<file path="src/rtl/rf_pkg.sv">
// Shared definitions for the register-file write path: widths, requester ids
// and the write-request record.
package rf_pkg;
  localparam int XLEN     = 32;
  localparam int AW       = 5;
  localparam int REQ_ALU  = 0;
  localparam int REQ_LOAD = 1;
  localparam int REQ_DBG  = 2;

  typedef struct packed {
    logic [AW-1:0]   addr;
    logic [XLEN-1:0] data;
  } wr_req_t;
endpackage

</file>
<file path="src/rtl/rr_arbiter.sv">
// Round-robin arbiter: combinational one-hot grant searched from ptr_q,
// pointer advances past the winner on every grant.
module rr_arbiter
  import rf_pkg::*;
#(
  parameter int NUM_REQ = 3
) (
  input  logic               clk,
  input  logic               rst,
  input  logic [NUM_REQ-1:0] req_valid,
  output logic [NUM_REQ-1:0] grant,
  output logic [1:0]         win_idx,
  output logic               gnt_any
);
  logic [1:0]           ptr_q, ptr_d;
  logic [2*NUM_REQ-1:0] dbl;
  logic [NUM_REQ-1:0]   rot;
  logic [2:0]           off, sum;

  always_comb begin
    // Rotate so bit 0 of rot is the requester at ptr_q; lowest set bit wins.
    dbl     = {req_valid, req_valid} >> ptr_q;
    rot     = dbl[NUM_REQ-1:0];
    off     = '0;
    gnt_any = 1'b0;
    for (int k = NUM_REQ - 1; k >= 0; k--) begin
      if (rot[k]) begin
        gnt_any = 1'b1;
        off     = 3'(k);
      end
    end
    if (rst) gnt_any = 1'b0;
    sum = {1'b0, ptr_q} + off;
    if (sum >= 3'(NUM_REQ)) sum = sum - 3'(NUM_REQ);
    win_idx = sum[1:0];
    grant   = gnt_any ? (NUM_REQ'(1) << win_idx) : '0;
    ptr_d   = (win_idx == 2'(NUM_REQ - 1)) ? 2'd0 : win_idx + 2'd1;
  end

  always_ff @(posedge clk) begin
    if (rst)          ptr_q <= '0;
    else if (gnt_any) ptr_q <= ptr_d;
  end
endmodule

</file>
<file path="src/rtl/regfile_write_arbiter.sv">
// Shares the register-file write port among NUM_REQ writeback sources.
// Optional X0_DROP_EN: granted writes to x0 complete but never raise RegWrite.
module regfile_write_arbiter #(
  parameter int NUM_REQ = 3,
  parameter int XLEN    = rf_pkg::XLEN,
  parameter int AW      = rf_pkg::AW
) (
  input  logic                    clk,
  input  logic                    rst,
  input  logic [NUM_REQ-1:0]      req_valid,
  input  logic [NUM_REQ*AW-1:0]   req_addr,
  input  logic [NUM_REQ*XLEN-1:0] req_data,
  output logic [NUM_REQ-1:0]      req_ready,
  output logic                    RegWrite,
  output logic [AW-1:0]           A3,
  output logic [XLEN-1:0]         WD3,
  output logic [1:0]              grant_id,
  output logic [15:0]             collision_cnt
);
  typedef struct packed {
    logic [AW-1:0]   addr;
    logic [XLEN-1:0] data;
  } req_t;

  req_t       reqs [NUM_REQ];
  req_t       sel;
  logic [1:0] win;
  logic       gnt_any;
  logic [2:0] nvalid;
  logic       we_d, we_q;
  logic [AW-1:0]   a3_q;
  logic [XLEN-1:0] wd3_q;
  logic [1:0]      gid_q;
  logic [15:0]     cnt_d, cnt_q;

  rr_arbiter #(.NUM_REQ(NUM_REQ)) u_arb (
    .clk       (clk),
    .rst       (rst),
    .req_valid (req_valid),
    .grant     (req_ready),
    .win_idx   (win),
    .gnt_any   (gnt_any)
  );

  for (genvar g = 0; g < NUM_REQ; g++) begin : g_unpack
    assign reqs[g] = {req_addr[g*AW +: AW], req_data[g*XLEN +: XLEN]};
  end

  always_comb begin
    sel    = '0;
    nvalid = '0;
    for (int i = 0; i < NUM_REQ; i++) begin
      if (win == 2'(i)) sel = reqs[i];
      nvalid = nvalid + 3'(req_valid[i]);
    end
`ifdef X0_DROP_EN
    we_d = gnt_any && (sel.addr != '0);
`else
    we_d = gnt_any;
`endif
    // Saturating count of cycles where two or more sources contend.
    cnt_d = cnt_q;
    if (nvalid >= 3'd2 && cnt_q != 16'hFFFF) cnt_d = cnt_q + 16'd1;
  end

  always_ff @(posedge clk) begin
    if (rst) begin
      we_q  <= 1'b0;
      a3_q  <= '0;
      wd3_q <= '0;
      gid_q <= '0;
      cnt_q <= '0;
    end else begin
      we_q  <= we_d;
      cnt_q <= cnt_d;
      if (gnt_any) begin
        a3_q  <= sel.addr;
        wd3_q <= sel.data;
        gid_q <= win;
      end
    end
  end

  assign RegWrite      = we_q;
  assign A3            = a3_q;
  assign WD3           = wd3_q;
  assign grant_id      = gid_q;
  assign collision_cnt = cnt_q;
endmodule

</file>
<file path="config.mk">
export PLATFORM = sky130hd
export DESIGN_NAME = regfile_write_arbiter
export DESIGN_NICKNAME = d
export VERILOG_FILES = /design/src/rtl/rf_pkg.sv /design/src/rtl/rr_arbiter.sv /design/src/rtl/regfile_write_arbiter.sv
export SDC_FILE = /design/constraint.sdc
export NUM_CORES = 1
export LEC_CHECK = 0
export ABC_CLOCK_PERIOD_IN_PS = 4900
export CORE_MARGIN = 2
export CORE_UTILIZATION = 35
export DETAILED_ROUTE_END_ITERATION = 7
export HOLD_SLACK_MARGIN = 0.1
export MAX_ROUTING_LAYER = met4
export PLACE_DENSITY = 0.75
export SLEW_MARGIN = 20
export SYNTH_ARGS = -nofsm -noshare
export SYNTH_HDL_FRONTEND = slang
export SYNTH_SLANG_ARGS = --single-unit
</file>
<file path="constraint.sdc">
create_clock -name clk -period 4.9 [get_ports clk]
set_input_delay 0.735 -clock clk [delete_from_list [all_inputs] [get_ports clk]]
set_output_delay 0.735 -clock clk [all_outputs]
set_load 0.1 [all_outputs]
</file>
==> impl_summary.log, run 1 <==
[metrics] Final Hold Vio Count: 0
[metrics] class of the most critical setup path: in -> out
[metrics] number of warnings issued by yosys: 0
[metrics] layout cell share with drive strength beyond 1: 7.605%
[metrics] Worst setup endpoint: req_ready[1]
[metrics] count of mapped cells out of synthesis: 351
[metrics] Die Area: 9445 um^2
[metrics] area growth from synthesis to layout: 67.39%
[metrics] # DRC: 0
[metrics] Slew Limit Fails: 0
[metrics] non-filler cells, final: 631
[metrics] standard cell core area: 8299 um^2
[metrics] cell type with the highest aggregate area in the netlist: sky130_fd_sc_hd__dfxtp_1
[metrics] depth of the CTS H-tree: 3
[metrics] count of input and output buffers: 174
[metrics] per-instance average area after synthesis: 8.659 um^2
[metrics] data required time of the critical path: 4.16 ns
[metrics] clock tree root buffer cell: sky130_fd_sc_hd__clkbuf_8
[metrics] worst setup skew after layout: 0.01146 ns
[metrics] most common flop cell mapped by yosys: sky130_fd_sc_hd__dfxtp_1
[metrics] number of max-cap violations: 0
[metrics] Antenna Cells: 0
[metrics] Worst Setup SP: req_valid[2]
[metrics] clock latency on the worst-skew pair: 0.34 ns
[metrics] Total Neg Setup Slack: 0 ns
[metrics] worst ir drop on vdd: 415.4 uV
[metrics] Syn Std Cell Area: 3039 um^2
[metrics] slowest stage cell on the critical path: sky130_fd_sc_hd__clkdlybuf4s50_1
[metrics] #FFs+latches synth: 58
[metrics] Min-Delay Path Class: reg -> reg
[metrics] RSZ-0062 raised after global routing: false
[metrics] Critical Path Fanout Max: 6
[metrics] achievable frequency: 210.3 MHz
[metrics] placed insts: 615
[metrics] async set-or-reset flop fraction in the synthesized netlist: 0%
[metrics] clock-pin slew reported for the worst setup and hold paths after clock tree synthesis: 0.06 ns
[metrics] vias post-DR: 3,289
[metrics] clock tree sinks: 58
[metrics] Buf+Inv Stages, Crit Path: 3
[metrics] part of the cycle the worst path needs: 97.06%
[metrics] maximum number of pins on one net before global-route repair: 42
[metrics] Critical Path Stages: 11
[metrics] worst relative slew slack: 30.91%
[metrics] Max Buffers Root-to-Sink: 2
[metrics] run status: finished clean
[metrics] starting density of the core: 36.62%
[metrics] number of global-route vias before repair: 3,350
[metrics] Worst setup EP type: output pin
[metrics] most instantiated library cell after synthesis: sky130_fd_sc_hd__dfxtp_1
[metrics] number of flops mapped to enable cells by yosys: 0
[metrics] power per unit of standard cell area: 635.2 nW/um^2
[metrics] CTS tree: yes
[metrics] standard-cell rows: 33
[metrics] antenna violations before repair: 0
[metrics] Crit Reg-Reg Startpoint: u_arb.ptr_q[0]$_SDFFE_PP0P_
[metrics] CP Data Arrival Time: 4.02 ns
[metrics] standby leakage power: 2.112 nW
[metrics] post-synthesis sequential area ratio: 38.21%
[metrics] horizontal extent of the die: 97.19 um
[metrics] HPWL after DPL: 7345 um
[metrics] Distinct cells, synth: 45
[metrics] ordered list of cells on the worst path: clkdlybuf4s50_1, nor2b_1, a22o_1, a221oi_1, a21oi_1, fa_1, ha_1, or3_1, a211o_1, inv_1, buf_12
[metrics] number of buffers created by CTS: 9
[metrics] most instantiated cells after synthesis: sky130_fd_sc_hd__dfxtp_1, sky130_fd_sc_hd__nand2_1, sky130_fd_sc_hd__inv_1
[metrics] mean number of vias per cell: 5.212
[metrics] average wire length per cell after detail routing: 15.59 um
[metrics] overall overflow remaining after global route: 0
[metrics] logic depth of the worst register-to-register path: 9
[metrics] wire length of the first global-routing pass: 15,630 um
[metrics] post-synth top area share: 38.21%
[metrics] slew of the pin with the lowest slew margin: 1.033 ns
[metrics] router iterations before antenna repair: 4
[metrics] global routing usage summed across all routing layers: 20.88%
[metrics] # hold bufs at CTS: 0
[metrics] critical path launch point type: input port
[metrics] CP top delay family: compound AO/OA/AOI/OAI gates
[metrics] count of routing violations after the opening detailed-route iteration: 84
[metrics] wire length after detailed routing: 9838 um
[metrics] RePlAce Congestion: 0.8299
[metrics] endpoints failing setup: 0
[metrics] endpoint of the worst register-to-register path: WD3[8]$_SDFFE_PP0P_
[metrics] most area-consuming cells after synthesis: sky130_fd_sc_hd__dfxtp_1, sky130_fd_sc_hd__mux2i_1, sky130_fd_sc_hd__o221ai_1, sky130_fd_sc_hd__nand2_1, sky130_fd_sc_hd__inv_1
[metrics] die extent in y: 97.19 um
[metrics] shortest period the worst path allows: 4.756 ns
[metrics] Final ANT Viol Nets: 0
[metrics] Slowest Stage Delay on Critical Path: 0.52 ns
[metrics] worst-case register-to-register setup slack: 1.26 ns
[metrics] io pins: 175
[metrics] synthesized net count: 472
[metrics] final net count: 642
-- power breakdown --
part | switching [mW] | total [mW] | leakage (nW) | internal [mW]
registers | 0.0740 | 0.678 | 0.478 | 0.604
logic | 1.48 | 2.17 | 1.55 | 0.689
clock network | 0.186 | 0.382 | 0.0872 | 0.195
total | 1.74 | 3.23 | 2.11 | 1.49
-- layout by cell type (no fill, tap or decap), types with 2 or more instances in the layout --
cell type	n
sky130_fd_sc_hd__a31oi_1	4
sky130_fd_sc_hd__o21ai_0	3
sky130_fd_sc_hd__nor2_1	20
sky130_fd_sc_hd__nor3_1	6
sky130_fd_sc_hd__dfxtp_1	58
sky130_fd_sc_hd__nor3_2	2
sky130_fd_sc_hd__nand2_1	45
sky130_fd_sc_hd__o221ai_1	37
sky130_fd_sc_hd__inv_1	41
sky130_fd_sc_hd__a211oi_1	3
sky130_fd_sc_hd__nor2b_1	9
sky130_fd_sc_hd__ha_1	4
sky130_fd_sc_hd__mux2_2	9
sky130_fd_sc_hd__buf_4	6
sky130_fd_sc_hd__clkinv_2	3
sky130_fd_sc_hd__a21oi_1	10
sky130_fd_sc_hd__nand4_1	2
sky130_fd_sc_hd__a22o_1	3
sky130_fd_sc_hd__nor4_1	5
sky130_fd_sc_hd__clkbuf_8	10
sky130_fd_sc_hd__nand2b_1	3
sky130_fd_sc_hd__nor4b_1	2
sky130_fd_sc_hd__nand3_1	4
sky130_fd_sc_hd__mux2i_1	38
sky130_fd_sc_hd__buf_12	3
sky130_fd_sc_hd__clkdlybuf4s50_1	170
sky130_fd_sc_hd__clkbuf_1	3
-- state kept, by name, indices dropped and copies added (netlist names) --
name,flops
RegWrite,1
collision_cnt,16
WD3,32
grant_id,2
A3,5
u_arb.ptr_q,2
-- area by class of cell --
class	count	area, um^2
Clock inverter	3	15.01
Tap cell	105	131.4
Clock buffer	13	148.9
Fill cell	726	3212
Sequential cell	58	1161
Inverter	41	153.9
Multi-Input combinational cell	231	1658
Timing Repair Buffer	180	1819
-- per-stage QoR --
| step | setup slack, ns | hold slack (ns) | utilization [%] | cell area [um^2] | power (mW) |
|---|---|---|---|---|---|
| detailed placement | 0.1302 | 0.4519 | 59.23 | 4916 | 2.860 |
| global placement | 0.2277 | 0.4437 | 59.23 | 4916 | 2.827 |
| finish | 0.1442 | 0.4609 | 61.30 | 5087 | 3.232 |
| CTS | 0.08911 | 0.4678 | 61.21 | 5080 | 3.252 |
| global route | 0.03891 | 0.4802 | 61.30 | 5087 | 3.376 |
| floorplan | 0.01574 | 0.5036 | - | 3042 | 2.307 |
-- cell families after synthesis --
logic type	share of synthesized area (%)
mux	15.85
compound gates	17.37
flops	38.20
buf+inv	8.069
simple gates	18.20
fa+ha+maj	2.306
-- layer usage --
| metal | part of all wire, % | global-route usage, % | wire [um] | vias to the layer above |
|---|---|---|---|---|
| met5 | 0 | - | 0 | - |
| met4 | 1.0 | 6.392 | 100 | 0 |
| met3 | 7.8 | 6.835 | 769 | 9 |
| met2 | 52 | 36.54 | 5103 | 116 |
| met1 | 39 | 22.47 | 3864 | 1561 |
| li1 | - | - | - | 1603 |
-- worst register-to-register path: cells and delay by family, from the launching register on --
kind / cells / cell delay, ns
fa+ha+maj: 2 / 0.75
flops: 1 / 0.47
buf+inv: 1 / 0.52
simple gates: 2 / 0.90
mux: 1 / 0.35
compound gates: 3 / 0.52
-- timing repair --
item / CTS / global route
buffers inserted: 0 / 0
setup endpoints to repair: 0 / 2
resized for setup: 0 / 2
-- worst min path at each step --
stage	startpoint	to	slack, ns	cells after the start
final	WD3[28]$_SDFFE_PP0P_	WD3[28]$_SDFFE_PP0P_	0.46	2
after global routing	A3[0]$_SDFFE_PP0P_	A3[0]$_SDFFE_PP0P_	0.48	2
after CTS	A3[0]$_SDFFE_PP0P_	A3[0]$_SDFFE_PP0P_	0.47	2
after detailed placement	A3[0]$_SDFFE_PP0P_	A3[0]$_SDFFE_PP0P_	0.45	2
after global placement	WD3[27]$_SDFFE_PP0P_	WD3[27]$_SDFFE_PP0P_	0.44	2
after floorplan	u_arb.ptr_q[1]$_SDFFE_PP0P_	u_arb.ptr_q[1]$_SDFFE_PP0P_	0.50	2
Note: power is estimated with default switching activity, not from simulation.
==> inputs of run 2 (changes only) <==
--- a/config.mk
+++ b/config.mk
@@ -8,6 +8,7 @@
 export ABC_CLOCK_PERIOD_IN_PS = 4900
 export CORE_MARGIN = 2
 export CORE_UTILIZATION = 35
+export CTS_CLUSTER_DIAMETER = 60
 export DETAILED_ROUTE_END_ITERATION = 7
 export HOLD_SLACK_MARGIN = 0.1
 export MAX_ROUTING_LAYER = met4
==> results of run 2 <==
The final DEF is identical to that of run 1; final timing and power are the same.
==> inputs of run 3 (changes only) <==
--- a/config.mk
+++ b/config.mk
@@ -5,7 +5,7 @@
 export SDC_FILE = /design/constraint.sdc
 export NUM_CORES = 1
 export LEC_CHECK = 0
-export ABC_CLOCK_PERIOD_IN_PS = 4900
+export ABC_CLOCK_PERIOD_IN_PS = 4700
 export CORE_MARGIN = 2
 export CORE_UTILIZATION = 35
 export CTS_CLUSTER_DIAMETER = 60
==> constraint.sdc (replaced) <==
create_clock -name clk -period 4.7 [get_ports clk]
set_input_delay 0.705 -clock clk [delete_from_list [all_inputs] [get_ports clk]]
set_output_delay 0.705 -clock clk [all_outputs]
set_load 0.1 [all_outputs]
==> run 3 against run 2 <==
Net effect:
- power grew 4.6%
- combinational power grew 5%
- worst hold slack gained 0.0045 ns
- clock skew shrank 0.0046 ns
- register-to-register slack lost 0.11 ns
- non-clock buffer count grew 1
- critical path depth shrank 2
- final cell count is the same
- core utilization grew 0.32 points
- setup slack lost 0.074 ns
- die area is the same
- first-iteration DRC count grew 9.5%
- critical path type unchanged
- critical endpoint unchanged
==> impl_summary.log, run 3 (synthesis gave the netlist of run 1 again) <==
[metrics] overall overflow remaining after global route: 0
[metrics] Largest register FFs: 32
[metrics] wire length after detailed routing: 9402 um
[metrics] clock tree root buffer cell: sky130_fd_sc_hd__clkbuf_8
[metrics] Final Hold Vio Count: 0
[metrics] Slowest Stage Delay on Critical Path: 0.65 ns
[metrics] standby leakage power: 2.115 nW
[metrics] power per unit of standard cell area: 661.0 nW/um^2
[metrics] count of buffers added by post-CTS timing repair for setup: 0
[metrics] Worst setup EP type: output pin
[metrics] number of buffers created by CTS: 9
[metrics] horizontal extent of the die: 97.19 um
[metrics] Total Neg Setup Slack: 0 ns
[metrics] data required time of the critical path: 3.99 ns
[metrics] Slew Limit Fails: 0
[metrics] vias post-DR: 3,278
[metrics] logic depth of the worst register-to-register path: 8
[metrics] critical path launch point type: input port
[metrics] global routing usage summed across all routing layers: 20.69%
[metrics] antenna violations before repair: 0
[metrics] worst setup skew after layout: 0.006909 ns
[metrics] # DRC: 0
[metrics] Crit Reg-Reg Startpoint: u_arb.ptr_q[0]$_SDFFE_PP0P_
[metrics] worst hold path startpoint: WD3[5]$_SDFFE_PP0P_
[metrics] die extent in y: 97.19 um
[metrics] Die Area: 9445 um^2
[metrics] slew of the pin with the lowest slew margin: 1.014 ns
[metrics] RePlAce Congestion: 0.8538
[metrics] io pins: 175
[metrics] depth of the CTS H-tree: 3
[metrics] Critical Path Fanout Max: 6
[metrics] class of the most critical setup path: in -> out
[metrics] endpoint of the worst register-to-register path: A3[3]$_SDFFE_PP0P_
[metrics] CP Data Arrival Time: 3.93 ns
[metrics] commonest cells after routing, fill and taps aside: sky130_fd_sc_hd__clkdlybuf4s50_1, sky130_fd_sc_hd__dfxtp_1, sky130_fd_sc_hd__nand2_1
[metrics] Buf+Inv Stages, Crit Path: 3
[metrics] final net count: 643
[metrics] shortest period the worst path allows: 4.630 ns
[metrics] area growth from synthesis to layout: 68.26%
[metrics] part of the cycle the worst path needs: 98.51%
[metrics] average wire length per cell after detail routing: 14.90 um
[metrics] achievable frequency: 216.0 MHz
[metrics] worst-case register-to-register setup slack: 1.15 ns
[metrics] placed insts: 616
[metrics] most common library cell in the layout ignoring fill and taps: sky130_fd_sc_hd__clkdlybuf4s50_1
[metrics] clock tree sinks: 58
[metrics] mean number of vias per cell: 5.195
[metrics] count of input and output buffers: 174
[metrics] slowest stage cell on the critical path: sky130_fd_sc_hd__or4b_2
[metrics] RSZ-0062 raised after global routing: false
[metrics] worst ir drop on vdd: 356.1 uV
[metrics] number of global-route vias before repair: 3,380
[metrics] clock-pin slew reported for the worst setup and hold paths after clock tree synthesis: 0.06 ns
[metrics] starting density of the core: 36.62%
[metrics] endpoints failing setup: 0
[metrics] final total power: 3.380 mW
[metrics] standard-cell rows: 33
[metrics] maximum number of pins on one net before global-route repair: 42
[metrics] number of max-cap violations: 0
[metrics] ordered list of cells on the worst path: clkdlybuf4s50_1, or4b_2, a21oi_1, fa_1, ha_1, or3_1, a211o_1, clkinvlp_4, buf_12
[metrics] layout cell share with drive strength beyond 1: 8.555%
[metrics] capture endpoint of the worst hold path: WD3[5]$_SDFFE_PP0P_
[metrics] Max Buffers Root-to-Sink: 2
[metrics] instance count along the most critical hold path: 2
[metrics] count of routing violations after the opening detailed-route iteration: 92
[metrics] router iterations before antenna repair: 4
[metrics] CP top delay family: simple AND/OR/NAND/NOR gates
[metrics] HPWL after DPL: 7123 um
[metrics] Antenna Cells: 0
[metrics] wire length of the first global-routing pass: 15,560 um
[metrics] non-filler cells, final: 631
[metrics] final standard cell utilization of the core: 61.62%
[metrics] run status: finished clean
[metrics] standard cell core area: 8299 um^2
[metrics] CTS tree: yes
[metrics] clock latency on the worst-skew pair: 0.33 ns
[metrics] worst relative slew slack: 32.17%
[metrics] Min-Delay Path Class: reg -> reg
[metrics] Final ANT Viol Nets: 0
==> run 3: cell count changes in the layout (fill, tap and decap cells not counted), sizes merged <==
cell / delta
inv: -1
buf: +1
clkinvlp: +1
clkbuf: -1
==> run 3: worst max-delay path by stage <==
stage / start / end / slack (ns) / cells past startpoint
3_5_place_dp: req_valid[2] / req_ready[1] / 0.05 / 9
5_1_grt: req_valid[1] / req_ready[1] / 0.004 / 9
4_1_cts: req_valid[2] / req_ready[1] / 0.04 / 9
6_report: req_valid[1] / req_ready[1] / 0.07 / 9
2_1_floorplan: req_valid[1] / req_ready[2] / 0.17 / 10
3_3_place_gp: req_valid[2] / req_ready[1] / 0.13 / 9
==> run 3: through the flow <==
stage	setup WS [ns]	area (um^2)	hold WS [ns]
global placement	0.1314	4930	0.4426
CTS	0.03645	5100	0.4673
global route	0.003825	5114	0.4859
detailed placement	0.05266	4930	0.4522
floorplan	0.1709	3048	0.5036
finish	0.06995	5114	0.4655
==> run 3: power breakdown <==
| part | switching [mW] | leakage (nW) | internal, mW |
|---|---|---|---|
| clock | 0.188 | 0.0920 | 0.214 |
| sequential | 0.0758 | 0.478 | 0.630 |
| combinational | 1.55 | 1.55 | 0.725 |
==> run 3: area by class of cell <==
cell class / count / area [um^2]
Clock buffer: 12 / 155.1
Clock inverter: 3 / 15.01
Fill cell: 715 / 3186
Inverter: 41 / 157.7
Multi-Input combinational cell: 231 / 1667
Sequential cell: 58 / 1161
Tap cell: 105 / 131.4
Timing Repair Buffer: 181 / 1827
==> run 3: metal layers <==
metal | up-vias | global-route usage, % | share of wire (%)
met2 | 122 | 35.90 | 50
met4 | 0 | 8.884 | 2.0
li1 | 1608 | - | -
met3 | 17 | 6.331 | 7.2
met1 | 1531 | 21.74 | 40
met5 | - | - | 0
==> run 3: worst reg2reg max path, delay by kind of cell (launching register included) <==
family | cells | cell delay (ns)
flops | 1 | 0.49
simple gates | 2 | 1.00
buf+inv | 1 | 0.28
compound gates | 3 | 0.83
fa+ha+maj | 2 | 0.87
==> run 3: what timing repair did <==
| item | CTS | global route |
|---|---|---|
| hold buffers | 0 | 0 |
| resized for setup | 0 | 3 |
| setup endpoints to repair | 0 | 3 |
